$ cat src/rtl/shift_sched_pkg.sv
// Shared types and defaults for the shift-register scheduler.
// Holds the FSM state enum and the default WIDTH/NREQ values.
package shift_sched_pkg;

  typedef enum logic [1:0] {
    IDLE,
    SHIFT,
    PARITY
  } sched_state_t;

  localparam int WIDTH_DEF = 8;
  localparam int NREQ_DEF  = 2;

endpackage

$ cat src/rtl/shift_sched_dp.sv
// Load/shift register with bit counter (and parity accumulator when
// SHIFT_SCHED_PARITY_EN is defined); MSB-first serialiser datapath.
// Ports: Clk, Rst (sync, active-high), load, shift, din, len ->
//        msb, cnt_is_one, parity (SHIFT_SCHED_PARITY_EN only).
module shift_sched_dp
  import shift_sched_pkg::*;
#(
  parameter int WIDTH = WIDTH_DEF,
  parameter int LENW  = $clog2(WIDTH + 1)
) (
  input  logic             Clk,
  input  logic             Rst,
  input  logic             load,
  input  logic             shift,
  input  logic [WIDTH-1:0] din,
  input  logic [LENW-1:0]  len,
  output logic             msb,
  output logic             cnt_is_one
`ifdef SHIFT_SCHED_PARITY_EN
  ,
  output logic             parity
`endif
);

  logic [WIDTH-1:0] sr_q, sr_d;
  logic [LENW-1:0]  cnt_q, cnt_d;
  logic [LENW-1:0]  len_eff;

  // Zero or oversize lengths both mean a full word.
  always_comb begin
    len_eff = len;
    if (len == '0 || len > LENW'(WIDTH)) begin
      len_eff = LENW'(WIDTH);
    end
  end

  always_comb begin
    sr_d  = sr_q;
    cnt_d = cnt_q;
    if (load) begin
      sr_d  = din;
      cnt_d = len_eff;
    end else if (shift) begin
      sr_d  = {sr_q[WIDTH-2:0], 1'b0};
      cnt_d = cnt_q - LENW'(1);
    end
  end

  always_ff @(posedge Clk) begin
    if (Rst) begin
      sr_q  <= '0;
      cnt_q <= '0;
    end else begin
      sr_q  <= sr_d;
      cnt_q <= cnt_d;
    end
  end

  assign msb        = sr_q[WIDTH-1];
  assign cnt_is_one = (cnt_q == LENW'(1));

`ifdef SHIFT_SCHED_PARITY_EN
  logic par_q, par_d;

  // Accumulates exactly the bits that leave on accepted beats.
  always_comb begin
    par_d = par_q;
    if (load) begin
      par_d = 1'b0;
    end else if (shift) begin
      par_d = par_q ^ sr_q[WIDTH-1];
    end
  end

  always_ff @(posedge Clk) begin
    if (Rst) begin
      par_q <= 1'b0;
    end else begin
      par_q <= par_d;
    end
  end

  assign parity = par_q;
`endif

endmodule

$ cat src/rtl/shift_reg_sched.sv
// Round-robin scheduler sharing one MSB-first shift register among NREQ
// requesters; optional even-parity beat under SHIFT_SCHED_PARITY_EN.
// Ports: Clk, Rst (sync, active-high), req_valid/req_data/req_len ->
//        req_ready; ser_out/ser_valid/ser_last <- ser_ready; busy, grant_id.
module shift_reg_sched
  import shift_sched_pkg::*;
#(
  parameter int WIDTH = WIDTH_DEF,
  parameter int NREQ  = NREQ_DEF
) (
  input  logic                                Clk,
  input  logic                                Rst,
  input  logic [NREQ-1:0]                     req_valid,
  input  logic [NREQ*WIDTH-1:0]               req_data,
  input  logic [NREQ*$clog2(WIDTH+1)-1:0]     req_len,
  output logic [NREQ-1:0]                     req_ready,
  output logic                                ser_out,
  output logic                                ser_valid,
  output logic                                ser_last,
  input  logic                                ser_ready,
  output logic                                busy,
  output logic [$clog2(NREQ)-1:0]             grant_id
);

  localparam int LENW = $clog2(WIDTH + 1);
  localparam int GW   = $clog2(NREQ);

  sched_state_t     state_q, state_d;
  logic [GW-1:0]    rr_q, rr_d;
  logic [GW-1:0]    gid_q, gid_d;
  logic [GW-1:0]    gnt, idx;
  logic             hit;
  logic [WIDTH-1:0] din_sel;
  logic [LENW-1:0]  len_sel;
  logic             load, shift;
  logic             msb, cnt_is_one;
`ifdef SHIFT_SCHED_PARITY_EN
  logic             parity;
`endif

  // First valid requester at or after rr_q, wrapping.
  always_comb begin
    gnt = '0;
    idx = '0;
    hit = 1'b0;
    for (int k = 0; k < NREQ; k++) begin
      idx = GW'((int'(rr_q) + k) % NREQ);
      if (!hit && req_valid[idx]) begin
        hit = 1'b1;
        gnt = idx;
      end
    end
  end

  always_comb begin
    din_sel = '0;
    len_sel = '0;
    for (int i = 0; i < NREQ; i++) begin
      if (GW'(i) == gnt) begin
        din_sel = req_data[i*WIDTH +: WIDTH];
        len_sel = req_len[i*LENW +: LENW];
      end
    end
  end

  always_comb begin
    state_d   = state_q;
    rr_d      = rr_q;
    gid_d     = gid_q;
    req_ready = '0;
    load      = 1'b0;
    shift     = 1'b0;
    ser_valid = 1'b0;
    ser_out   = 1'b0;
    ser_last  = 1'b0;
    unique case (state_q)
      IDLE: begin
        // No accept strobe while reset is held: the word would be lost.
        if (hit && !Rst) begin
          req_ready[gnt] = 1'b1;
          load           = 1'b1;
          gid_d          = gnt;
          rr_d           = (gnt == GW'(NREQ-1)) ? '0 : gnt + GW'(1);
          state_d        = SHIFT;
        end
      end
      SHIFT: begin
        ser_valid = 1'b1;
        ser_out   = msb;
`ifndef SHIFT_SCHED_PARITY_EN
        ser_last  = cnt_is_one;
`endif
        shift     = ser_ready;
        if (ser_ready && cnt_is_one) begin
`ifdef SHIFT_SCHED_PARITY_EN
          state_d = PARITY;
`else
          state_d = IDLE;
`endif
        end
      end
`ifdef SHIFT_SCHED_PARITY_EN
      PARITY: begin
        ser_valid = 1'b1;
        ser_out   = parity;
        ser_last  = 1'b1;
        if (ser_ready) begin
          state_d = IDLE;
        end
      end
`endif
      default: state_d = IDLE;
    endcase
  end

  always_ff @(posedge Clk) begin
    if (Rst) begin
      state_q <= IDLE;
      rr_q    <= '0;
      gid_q   <= '0;
    end else begin
      state_q <= state_d;
      rr_q    <= rr_d;
      gid_q   <= gid_d;
    end
  end

  assign busy     = (state_q != IDLE);
  assign grant_id = gid_q;

  shift_sched_dp #(
    .WIDTH(WIDTH),
    .LENW (LENW)
  ) u_dp (
    .Clk       (Clk),
    .Rst       (Rst),
    .load      (load),
    .shift     (shift),
    .din       (din_sel),
    .len       (len_sel),
    .msb       (msb),
    .cnt_is_one(cnt_is_one)
`ifdef SHIFT_SCHED_PARITY_EN
    ,
    .parity    (parity)
`endif
  );

endmodule

$ cat config.mk
export PLATFORM = sky130hd
export DESIGN_NAME = shift_reg_sched
export DESIGN_NICKNAME = d
export VERILOG_FILES = /design/src/rtl/shift_sched_pkg.sv /design/src/rtl/shift_sched_dp.sv /design/src/rtl/shift_reg_sched.sv
export SDC_FILE = /design/constraint.sdc
export NUM_CORES = 1
export LEC_CHECK = 0
export ABC_CLOCK_PERIOD_IN_PS = 3800
export CAP_MARGIN = 15
export CORE_AREA = 2 2 51 53
export DETAILED_ROUTE_END_ITERATION = 10
export DIE_AREA = 0 0 53 55
export PLACE_DENSITY = 0.8
export SKIP_LAST_GASP = 1
export SLEW_MARGIN = 20
export SYNTH_ARGS = -nofsm -noshare
export SYNTH_HDL_FRONTEND = slang
export SYNTH_SLANG_ARGS = --single-unit
$ cat constraint.sdc
create_clock -name Clk -period 3.8 [get_ports Clk]
set_input_delay 0.76 -clock Clk [delete_from_list [all_inputs] [get_ports Clk]]
set_output_delay 0.76 -clock Clk [all_outputs]
set_load 0.1 [all_outputs]
==> results of run 1 <==
power by group through the flow:
stage / Combinational (mW) / Sequential, mW / Clock [mW]
after detailed placement: 0.213 / 0.209 / 0
after global placement: 0.210 / 0.208 / 0
after floorplan: 0.143 / 0.221 / 0
after CTS: 0.213 / 0.206 / 0.0927
after global routing: 0.228 / 0.210 / 0.0988
final: 0.213 / 0.206 / 0.0915
cells by family (layout without fill, tap and decap cells):
| kind of cell | count (synthesis) | after routing | share of synthesized area |
|---|---|---|---|
| AO/OA/AOI/OAI | 30 | 30 | 0.248 |
| XOR/XNOR | 3 | 3 | 0.0273 |
| adder cells (fa/ha/maj) | 2 | 2 | 0.0260 |
| buffers and inverters | 12 | 44 | 0.0897 |
| flip-flops | 15 | 15 | 0.312 |
| multiplexers | 8 | 8 | 0.0832 |
| AND/OR/NAND/NOR | 28 | 28 | 0.213 |
layer usage:
| layer | up-vias | track usage | share of wire |
|---|---|---|---|
| li1 | 442 | - | - |
| met1 | 452 | 0.214 | 0.43 |
| met2 | 41 | 0.315 | 0.50 |
| met3 | 2 | 0.0188 | 0.061 |
| met4 | 0 | 0.0641 | 0.0046 |
| met5 | - | 0 | 0 |
placed cells by master (no fill, tap or decap), drive strengths merged, types with 4 or more instances in the layout:
master          n
clkbuf          4
mux2i           8
buf             8
clkdlybuf4s50  29
a21oi           6
a221oi          7
a31oi           5
nand2           8
dfxtp          15
nor3            5
cell type report:
type                    count  area [um2]  area share
multi-input cells          71         591       0.440
repair buffers             37         375       0.280
flip-flops and latches     15         300       0.224
clock buffers               4        26.3      0.0196
inverters                   3        11.3     0.00840
well taps                  30        37.5      0.0280
flip-flops by register name (all words and copies together), names as in the netlist:
| name | count |
|---|---|
| u_dp.sr_q | 8 |
| u_dp.cnt_q | 4 |
| state_q | 1 |
| rr_q | 1 |
| grant_id | 1 |
worst min path at each step:
stage,to,slack [ns],cells after the start
final,u_dp.sr_q[6]$_SDFFE_PP0P_,0.48,2
after global routing,u_dp.sr_q[1]$_SDFFE_PP0P_,0.51,2
after CTS,u_dp.sr_q[6]$_SDFFE_PP0P_,0.48,2
after detailed placement,u_dp.sr_q[6]$_SDFFE_PP0P_,0.47,2
after global placement,u_dp.sr_q[6]$_SDFFE_PP0P_,0.46,2
after floorplan,rr_q$_SDFFE_PP0P_,0.44,1
per-stage QoR:
stage	power (mW)	util	hold WS [ns]	cell area (um2)
CTS	0.512	0.567	0.479	1340
global placement	0.418	0.556	0.463	1320
detailed placement	0.422	0.556	0.467	1320
floorplan	0.364	-	0.439	977
finish	0.511	0.567	0.480	1340
global route	0.537	0.567	0.515	1340
worst register-to-register path: stages, from the launching register on:
cell     delay, ns
dfxtp_1       0.53
nor3_2        0.75
buf_4         0.30
nor3_1        0.07
a221o_1       0.25
==> flow_metrics.env, run 1 <==
export IMPL_hold_start="u_dp.sr_q[6]$_SDFFE_PP0P_"
export IMPL_hold_buffers=0
export IMPL_drive_gt1_frac=0.192
export IMPL_setup_viol=0
export IMPL_power_frac_seq=0.403
export IMPL_fmax_mhz=331
export IMPL_fin_cells=160
export IMPL_synth_most_common_cell="dfxtp_1"
export IMPL_post_dp_hpwl_mm=1.67
export IMPL_power_switching_uw=202
export IMPL_cts_tree="done"
export IMPL_peakVddDrop_v=0.000213
export IMPL_grt_pass1_vias=842
export IMPL_synth_enable_flop_cells=0
export IMPL_finalMaxSlewViolations=0
export IMPL_startpoint_type="input pin"
export IMPL_powerDensity_nw_per_um2=381
export IMPL_synth_area_per_cell_um2=9.82
export IMPL_r2r_cells=4
export IMPL_switching_share=0.396
export IMPL_viasPerCell=5.86
export IMPL_synth_seq_cells=15
export IMPL_routed_wl_mm=2.19
export IMPL_worst_path_largest_cell_delay_ns=0.59
export IMPL_reg2reg_to="u_dp.cnt_q[0]$_SDFFE_PP0P_"
export IMPL_pwr_share_clk=0.179
export IMPL_worst_path_stages=5
export IMPL_pre_cts_slack_ns=0.764
export IMPL_yosys_area_top_type_share=0.312
export IMPL_tns_ns=0
export IMPL_gp_congestion=0.787
export IMPL_yosysSeqAreaShare=0.312
export IMPL_postSynth_asyncResetShare=0
export IMPL_synth_area_um2=962
export IMPL_post_cts_setup_buffer_count=0
export IMPL_setup_slack_ns=0.776
export IMPL_clock_latency_ns=0.28
export IMPL_row_count=18
export IMPL_design_final_nets=162
export IMPL_synthCells=98
export IMPL_clock_sinks=15
export IMPL_syn_num_nets=129
export IMPL_overflow=0
export IMPL_synth_top_cells_by_count="dfxtp_1 (15), mux2i_1 (8), a21oi_1 (6), a221oi_1 (6), nand2_1 (6)"
export IMPL_cp_top_family="buffers and inverters"
export IMPL_dp_cells=156
export IMPL_yosysTopAreaCell="dfxtp_1"
export IMPL_cp_startpoint="req_valid[1]"
export IMPL_port_buffers=35
export IMPL_endpoint="req_ready[0]"
export IMPL_antenna_cells=0
export IMPL_antenna_found_initial=0
export IMPL_path_clk_slew_ns=0.09
export IMPL_vias=937
export IMPL_dieArea_um2=2920
export IMPL_skew_ns=0.00192
export IMPL_ys_warn_count=0
export IMPL_drtPass1Iterations=4
export IMPL_cts_resized_gates=0
export IMPL_leakage_nw=0.505
export IMPL_regToRegSetupSlack_ns=1.79
export IMPL_grt_max_degree=19
export IMPL_internal_power_uw=308
export IMPL_grt_setup_unrepaired="no"
export IMPL_cp_data_arrival_time_ns=2.26
export IMPL_wl_per_cell_um=13.7
export IMPL_period_share=0.796
export IMPL_hold_path_class="flip-flop to flip-flop"
export IMPL_nFillCells=232
export IMPL_combPwrFrac=0.418
export IMPL_drt_iter0_drc=22
export IMPL_hold_viol_final=0
export IMPL_clock_path_buffers=2
export IMPL_htree_num_levels=1
export IMPL_slowest_stage="clkdlybuf4s50_1"
export IMPL_tightest_slew_ns=0.960
export IMPL_num_io_pins=36
export IMPL_post_route_min_period_ns=3.02
export IMPL_grt_pass1_wl_mm=3.79
export IMPL_end_kind="primary output"
export IMPL_die_y_um=55
export IMPL_postRouteAntennaNets=0
export IMPL_area_delta_synth_final_pct=39.4
export IMPL_worstReg2RegStart="state_q[0]$_SDFFE_PP0P_"
export IMPL_cp_buffers_inverters=2
export IMPL_max_cap_violations=0
export IMPL_core_area_um2=2360
export IMPL_yosys_most_used_dff="dfxtp_1"
export IMPL_cts_buffers=3
export IMPL_clockRootBuffer="clkbuf_4"
export IMPL_crit_path_cell_trace="clkdlybuf4s50_1 > nor2_2 > or3_4 > a21oi_1 > buf_12"
export IMPL_ys_top_cells_by_area="dfxtp_1 (31%), mux2i_1 (8.3%), a221oi_1 (5.5%)"
export IMPL_route_detailed_drc=0
export IMPL_fp_dieW_um=53
export IMPL_cp_max_fo=5
export IMPL_outcome="finished, final reports clean"
export IMPL_synth_distinct_cells=40
export IMPL_grt_usage=0.174
export IMPL_start_util=0.407
export IMPL_maxSlewHeadroom=0.358
export IMPL_path_class="input pin to primary output"
export IMPL_crit_required_ns=3.04
No activity file was read; power rests on OpenSTA's default activity.
==> run 2: changes to the inputs <==
Settings changed: ABC_CLOCK_PERIOD_IN_PS 3800 to 2730, CORE_AREA 2 2 51 53 to 2 2 53 55, DIE_AREA 0 0 53 55 to 0 0 55 57, PLACE_DENSITY 0.8 to 0.78.
Clock period 3.8 ns to 2.73 ns, I/O delays scaled along.
==> flow_metrics.env, run 2 (same netlist as run 1, synthesis figures left out) <==
export IMPL_outcome="finished, final reports clean"
export IMPL_post_route_min_period_ns=2.45
export IMPL_grt_setup_unrepaired="no"
export IMPL_slowest_stage="clkdlybuf4s50_1"
export IMPL_post_dp_hpwl_mm=1.72
export IMPL_post_cts_setup_buffer_count=0
export IMPL_fin_cells=163
export IMPL_start_util=0.368
export IMPL_cp_max_fo=4
export IMPL_regToRegSetupSlack_ns=0.91
export IMPL_cts_resized_gates=0
export IMPL_viasPerCell=5.47
export IMPL_dp_cells=159
export IMPL_crit_path_cell_trace="clkdlybuf4s50_1 > nor2_2 > or3_4 > a21oi_2 > buf_12"
export IMPL_grt_usage=0.168
export IMPL_cp_startpoint="req_valid[0]"
export IMPL_nFillCells=247
export IMPL_cp_buffers_inverters=2
export IMPL_cp_data_arrival_time_ns=1.91
export IMPL_max_cap_violations=0
export IMPL_htree_num_levels=1
export IMPL_hold_path_class="flip-flop to flip-flop"
export IMPL_cts_tree="done"
export IMPL_hold_buffers=0
export IMPL_dieArea_um2=3140
export IMPL_holdPathStages=2
export IMPL_reg_top3="u_dp.sr_q (8), u_dp.cnt_q (4)"
export IMPL_r2r_cells=3
export IMPL_maxSlewHeadroom=0.570
export IMPL_drive_gt1_frac=0.235
export IMPL_core_area_um2=2620
export IMPL_setup_slack_ns=0.276
export IMPL_antenna_cells=0
export IMPL_row_count=19
export IMPL_finalMaxSlewViolations=0
export IMPL_fmax_mhz=408
export IMPL_reg2reg_to="u_dp.cnt_q[1]$_SDFFE_PP0P_"
export IMPL_regArea_um2=300
export IMPL_grt_pass1_vias=912
export IMPL_final_area_um2=1380
export IMPL_clock_path_buffers=2
export IMPL_path_clk_slew_ns=0.10
export IMPL_drtPass1Iterations=4
export IMPL_fp_dieW_um=55
export IMPL_die_y_um=57
export IMPL_overflow=0
export IMPL_vias=892
export IMPL_final_cell_mix="clkdlybuf4s50_1 (28), dfxtp_1 (15), mux2i_1 (8), buf_4 (8)"
export IMPL_worstReg2RegStart="state_q[0]$_SDFFE_PP0P_"
export IMPL_cp_top_family="buffers and inverters"
export IMPL_antenna_found_initial=0
export IMPL_gp_congestion=0.823
export IMPL_end_kind="primary output"
export IMPL_crit_required_ns=2.18
export IMPL_powerDensity_nw_per_um2=529
export IMPL_tightest_slew_ns=0.644
export IMPL_multiInputGateArea_um2=597
export IMPL_route_detailed_drc=0
export IMPL_area_delta_synth_final_pct=42.9
export IMPL_port_buffers=35
export IMPL_power_total_uw=727
export IMPL_drt_iter0_drc=13
export IMPL_pre_cts_slack_ns=0.267
export IMPL_largest_reg_flops=8
export IMPL_worst_path_largest_cell_delay_ns=0.54
export IMPL_setup_viol=0
export IMPL_num_io_pins=36
export IMPL_grt_max_degree=19
export IMPL_period_share=0.899
export IMPL_wl_per_cell_um=13.8
export IMPL_postRouteAntennaNets=0
export IMPL_worst_path_stages=5
export IMPL_max_flop_register="u_dp.sr_q"
export IMPL_routed_wl_mm=2.25
export IMPL_startpoint_type="input pin"
export IMPL_hold_viol_final=0
export IMPL_design_final_nets=164
export IMPL_mostFrequentLayoutCell="clkdlybuf4s50_1"
export IMPL_place_area_um2=1350
export IMPL_peakVddDrop_v=0.000388
export IMPL_hold_start="u_dp.sr_q[4]$_SDFFE_PP0P_"
export IMPL_clock_latency_ns=0.30
export IMPL_clockRootBuffer="clkbuf_4"
export IMPL_hold_end="u_dp.sr_q[4]$_SDFFE_PP0P_"
export IMPL_leakage_nw=0.522
export IMPL_clock_sinks=15
export IMPL_skew_ns=0.00325
export IMPL_path_class="input pin to primary output"
export IMPL_grt_pass1_wl_mm=3.95
export IMPL_cts_buffers=3
run 2: changes by cell type in the layout (fill, tap and decap cells not counted):
cell,delta
clkdlybuf4s50_1,-1
a21oi_2,+1
a21oi_1,-1
nor2_1,-1
buf_12,+1
nor2_2,+1
clkbuf_1,-1
buf_4,+2
clkinv_2,+1
run 2: metrics by stage:
| stage | utilization | TNS (ns) | hold WS, ns |
|---|---|---|---|
| 4_1_cts | 0.526 | 0 | 0.486 |
| 3_3_place_gp | 0.515 | 0 | 0.455 |
| 3_5_place_dp | 0.515 | 0 | 0.468 |
| 5_1_grt | 0.526 | 0 | 0.508 |
| 6_report | 0.526 | 0 | 0.485 |
| 2_1_floorplan | - | -0.381 | 0.439 |
run 2: worst register-to-register path, stage by stage (launching register included):
cell	delay, ns
dfxtp_1	0.74
nand2_2	0.34
a2111oi_0	0.53
a221o_1	0.16
run 2: where the power goes:
group	internal [mW]	switching, mW
registers	0.249	0.0378
clock network	0.0546	0.0812
logic	0.130	0.175
run 2: final cells by class:
cell class                 count  area share
clock inverter                 1     0.00364
tap                           31      0.0282
sequential                    15       0.218
inverter                       3     0.00819
clock buffer                   3      0.0164
timing repair buffer          39       0.291
multi-input combinational     71       0.434
run 2: routing by layer:
metal,track usage,vias to the layer above,wire length (um)
li1,-,448,-
met1,0.234,407,973
met2,0.252,33,1100
met3,0.0314,4,128
met4,0.0732,0,44
met5,0,-,0
run 2: how the worst max path moves through the flow:
stage                     slack, ns           end
after global routing           0.20      ser_last
after detailed placement       0.27  req_ready[0]
after global placement         0.30  req_ready[0]
after CTS                      0.27  req_ready[0]
after floorplan               -0.38      ser_last
final                          0.28  req_ready[0]
==> run 3: changes to the inputs <==
Settings changed: ABC_CLOCK_PERIOD_IN_PS 2730 to 2700, CORE_AREA 2 2 53 55 to 2 2 51 53, DIE_AREA 0 0 55 57 to 0 0 53 55, PLACE_DENSITY 0.78 to 0.8, TNS_END_PERCENT set to 1.
Clock period 2.73 ns to 2.7 ns, I/O delays scaled along.
==> flow_metrics.env, run 3 (same netlist as run 1, synthesis figures left out) <==
export IMPL_crit_path_cell_trace="clkdlybuf4s50_1 > nor2_2 > or3_4 > nor2_1 > buf_12"
export IMPL_tightest_slew_ns=0.668
export IMPL_cts_tree="done"
export IMPL_dieArea_um2=2920
export IMPL_grt_setup_unrepaired="no"
export IMPL_crit_required_ns=2.16
export IMPL_clock_sinks=15
export IMPL_path_class="input pin to primary output"
export IMPL_outcome="finished, final reports clean"
export IMPL_power_switching_uw=291
export IMPL_cp_startpoint="req_valid[0]"
export IMPL_endpoint="req_ready[1]"
export IMPL_grt_max_degree=19
export IMPL_power_frac_seq=0.397
export IMPL_pwr_share_clk=0.180
export IMPL_max_cap_violations=0
export IMPL_worst_path_stages=5
export IMPL_gp_congestion=0.809
export IMPL_mostFrequentLayoutCell="clkdlybuf4s50_1"
export IMPL_viasPerCell=5.57
export IMPL_maxSlewHeadroom=0.554
export IMPL_hold_path_class="flip-flop to flip-flop"
export IMPL_fin_cells=163
export IMPL_cp_data_arrival_time_ns=1.93
export IMPL_post_dp_hpwl_mm=1.86
export IMPL_post_cts_setup_buffer_count=0
export IMPL_startpoint_type="input pin"
export IMPL_port_buffers=35
export IMPL_worst_path_largest_cell_delay_ns=0.55
export IMPL_hold_viol_final=0
export IMPL_powerDensity_nw_per_um2=531
export IMPL_routed_wl_mm=2.39
export IMPL_overflow=0
export IMPL_vias=908
export IMPL_regToRegSetupSlack_ns=0.86
export IMPL_cp_buffers_inverters=2
export IMPL_path_clk_slew_ns=0.09
export IMPL_core_area_um2=2360
export IMPL_nFillCells=224
export IMPL_design_final_nets=165
export IMPL_slowest_stage="clkdlybuf4s50_1"
export IMPL_antenna_cells=0
export IMPL_cp_max_fo=4
export IMPL_clockRootBuffer="clkbuf_4"
export IMPL_post_route_min_period_ns=2.47
export IMPL_start_util=0.407
export IMPL_grt_pass1_wl_mm=4.00
export IMPL_grt_pass1_vias=901
export IMPL_dp_cells=159
export IMPL_period_share=0.914
export IMPL_die_y_um=55
export IMPL_row_count=18
export IMPL_drive_gt1_frac=0.226
export IMPL_fp_dieW_um=53
export IMPL_finalMaxSlewViolations=0
export IMPL_end_kind="primary output"
export IMPL_hold_buffers=0
export IMPL_clock_latency_ns=0.28
export IMPL_antenna_found_initial=0
export IMPL_worstReg2RegStart="state_q[0]$_SDFFE_PP0P_"
export IMPL_reg_top3="u_dp.sr_q (8), u_dp.cnt_q (4)"
export IMPL_area_delta_synth_final_pct=43.2
export IMPL_setup_viol=0
export IMPL_reg2reg_to="u_dp.cnt_q[1]$_SDFFE_PP0P_"
export IMPL_postRouteAntennaNets=0
export IMPL_htree_num_levels=1
export IMPL_switching_share=0.398
export IMPL_clock_path_buffers=2
export IMPL_grt_usage=0.187
export IMPL_largest_reg_flops=8
export IMPL_cp_top_family="buffers and inverters"
export IMPL_cts_buffers=3
export IMPL_drt_iter0_drc=17
export IMPL_skew_ns=0.00267
export IMPL_drtPass1Iterations=4
export IMPL_num_io_pins=36
export IMPL_final_cell_mix="clkdlybuf4s50_1 (28), dfxtp_1 (15), buf_4 (9)"
export IMPL_pre_cts_slack_ns=0.226
export IMPL_internal_power_uw=441
export IMPL_fmax_mhz=405
export IMPL_route_detailed_drc=0
export IMPL_setup_slack_ns=0.231
export IMPL_combPwrFrac=0.424
export IMPL_r2r_cells=3
export IMPL_leakage_nw=0.524
export IMPL_wl_per_cell_um=14.7
export IMPL_max_flop_register="u_dp.sr_q"
export IMPL_cts_resized_gates=0
export IMPL_peakVddDrop_v=0.000321
-- run 3: cell types whose count changed in the layout (fill, tap and decap cells not counted) --
cell | before | now
buf_4 | 8 | 9
clkinv_2 | 1 | 0
nor2_1 | 1 | 2
clkbuf_1 | 0 | 1
nor2_2 | 2 | 1
-- run 3: per-layer routing --
layer | vias to the layer above | share of wire | track usage
met5 | - | 0 | 0
met4 | 0 | 0 | 0.0385
met3 | 0 | 0.046 | 0.0242
met2 | 30 | 0.54 | 0.352
met1 | 429 | 0.42 | 0.229
li1 | 449 | - | -
-- run 3: worst min-delay path by stage --
| stage | startpoint | depth (start not counted) | slack [ns] | end |
|---|---|---|---|---|
| 6_report | u_dp.sr_q[4]$_SDFFE_PP0P_ | 2 | 0.48 | u_dp.sr_q[4]$_SDFFE_PP0P_ |
| 5_1_grt | rr_q$_SDFFE_PP0P_ | 1 | 0.51 | rr_q$_SDFFE_PP0P_ |
| 4_1_cts | rr_q$_SDFFE_PP0P_ | 1 | 0.48 | rr_q$_SDFFE_PP0P_ |
| 3_5_place_dp | rr_q$_SDFFE_PP0P_ | 1 | 0.47 | rr_q$_SDFFE_PP0P_ |
| 3_3_place_gp | u_dp.sr_q[5]$_SDFFE_PP0P_ | 2 | 0.46 | u_dp.sr_q[5]$_SDFFE_PP0P_ |
| 2_1_floorplan | rr_q$_SDFFE_PP0P_ | 1 | 0.44 | rr_q$_SDFFE_PP0P_ |
-- run 3: power groups by stage --
stage	Sequential, mW	Combinational [mW]	Clock [mW]
floorplan	0.311	0.202	0
global placement	0.293	0.305	0
detailed placement	0.295	0.309	0
CTS	0.289	0.311	0.135
global route	0.294	0.333	0.144
finish	0.290	0.310	0.131
-- run 3: worst min-delay path: cells and delay by family (launching register included) --
| family | cells | cell delay (ns) |
|---|---|---|
| flip-flops | 1 | 0.32 |
| AND/OR/NAND/NOR | 1 | 0.06 |
| AO/OA/AOI/OAI | 1 | 0.06 |
-- run 3: per-stage QoR --
step	util	setup TNS (ns)	total power, mW	area, um2	hold WS [ns]
6_report	0.583	0	0.731	1380	0.485
5_1_grt	0.583	0	0.771	1380	0.511
4_1_cts	0.583	0	0.735	1380	0.483
3_5_place_dp	0.571	0	0.604	1350	0.469
3_3_place_gp	0.571	0	0.598	1350	0.462
2_1_floorplan	-	-0.793	0.513	981	0.439
-- run 3: final cells by class --
class                   count  area, um2  share of cell area
clock buffers               4       26.3              0.0191
flip-flops and latches     15        300               0.218
inverters                   3       11.3             0.00817
well taps                  30       37.5              0.0272
multi-input cells          71        594               0.431
repair buffers             40        408               0.296
==> RTL edit, RTL diff (config.mk and constraints of run 2) <==
Encoding of `sched_state_t`: now one-hot (3 bits for 3 states).
--- a/src/rtl/shift_sched_pkg.sv
+++ b/src/rtl/shift_sched_pkg.sv
@@ -3,8 +3,8 @@
 package shift_sched_pkg;
 
-  typedef enum logic [1:0] {
-    IDLE,
-    SHIFT,
-    PARITY
+  typedef enum logic [2:0] {
+    IDLE   = 3'b001,
+    SHIFT  = 3'b010,
+    PARITY = 3'b100
   } sched_state_t;
 
Check against the original RTL: no difference found for any inputs over 10 cycles, from zero or initial values and one cycle with Rst high; not proved beyond that.
==> RTL edit against run 2 <==
Count of clock-buffer cells in the layout stayed put. Setup slack improved by 0.018 ns. Maximum frequency grew 0.74%. Core utilization increased by 0.14 points. Total power fell by 6.1%. Critical path depth is 1 lower. Area after synthesis increased by 2.6%. Register-to-register slack better by 0.02 ns. Routed wire length rose by 11%. Sequential share of layout area increased by 1.4 points. Design area up 0.27%. Sequential cell count grew 1. Critical path type unchanged. Largest power group is now registers.
==> RTL edit: results (changes against run 2) <==
.. list-table::
   :header-rows: 1

   * - Metric
     - Value
   * - Status
     - complete, no violations (unchanged)
   * - Startpoint of the lowest-slack hold path
     - u_dp.sr_q[7]$_SDFFE_PP0P_ (was u_dp.sr_q[4]$_SDFFE_PP0P_)
   * - Portion of netlist area occupied by mux cells
     - 0% (was 8.32%)
   * - Area share of xor/xnor cells in the synthesized design
     - 0.887% (was 2.73%)
   * - Highest metal used
     - met3 (was met4)
   * - Final HPWL DP
     - 1930 um (was 1720 um)
   * - Number of cells on the worst reg-to-reg path
     - 4 (was 3)
   * - Worst ir drop on vdd
     - 0.285 mV (was 0.388 mV)
   * - Cell types occupying the most area after synthesis
     - dfxtp_1 32%, a22oi_2 8.9%, a211oi_1 5.3%, nor2_1 3.8%, o21ai_0 3.5% (was dfxtp_1 31%, mux2i_1 8.3%, a221oi_1 5.5%, a31oi_1 3.3%, a21oi_1 3.1%)
   * - Number of global-route vias before repair
     - 978 (was 912)
   * - Multi-input gate area
     - 594 um2 (was 597 um2)
   * - Number of DRC markers after the initial detailed-route iteration
     - 19 (was 13)
   * - Post-Route M1 WL
     - 1040 um (was 973 um)
   * - Post-synthesis compound-gate area fraction
     - 32.3% (was 24.8%)
   * - Non-filler instance count after layout
     - 174 (was 163)
   * - Global-route wire length before repair
     - 4160 um (was 3950 um)
   * - Detailed-routed wire length on met3
     - 145 um (was 128 um)
   * - Met1 track demand over resource
     - 21.3% (was 23.4%)
   * - Most instantiated cells after synthesis
     - 16 x dfxtp_1, 10 x nor2_1, 8 x inv_1, 8 x nand2_1 (was 15 x dfxtp_1, 8 x mux2i_1, 6 x a21oi_1, 6 x a221oi_1, 6 x nand2_1)
   * - Final critical path time including I/O delays and setup
     - 2.44 ns (was 2.45 ns)
   * - Setup crit start
     - Rst (was req_valid[0])
   * - Endpoint of the worst hold path
     - u_dp.sr_q[7]$_SDFFE_PP0P_ (was u_dp.sr_q[4]$_SDFFE_PP0P_)
   * - Met2 usage
     - 31.6% (was 25.2%)
   * - Rel. slew slack
     - 67.0% (was 57.0%)
   * - Registers with the most flip-flops
     - u_dp.sr_q (8), u_dp.cnt_q (4), state_q (2) (was u_dp.sr_q (8), u_dp.cnt_q (4))
   * - Cell area after placement
     - 0.00136 mm2 (was 0.00135 mm2)
   * - Sequential fraction of the synthesis area
     - 32.4% (was 31.2%)
   * - Nets
     - 176 (was 164)
   * - Wire per inst
     - 14.3 um (was 13.8 um)
RTL edit: cell count changes in the layout (fill, tap and decap cells not counted), moves of 3 or more:
cell      before  now
a211oi_1       2    7
a221oi_1       6    0
a22oi_2        0    7
a31oi_1        5    0
inv_1          3    8
mux2i_1        8    0
nand2b_1       0    4
nand3_1        3    0
nor2_1         1   10
o21ai_0        0    7
xnor2_1        3    0
RTL edit: power groups by stage:
stage	Combinational, mW	Clock (mW)	Sequential (mW)
after global routing	0.290	0.140	0.294
after CTS	0.270	0.126	0.289
after detailed placement	0.270	0	0.294
after global placement	0.262	0	0.293
after floorplan	0.176	0	0.298
final	0.269	0.124	0.290
RTL edit: area by class of cell:
type	count	area share, %
clock buffers	3	1.63
inverters	8	2.18
multi-input cells	79	43.1
flip-flops and latches	16	23.2
well taps	31	2.81
repair buffers	37	27.0
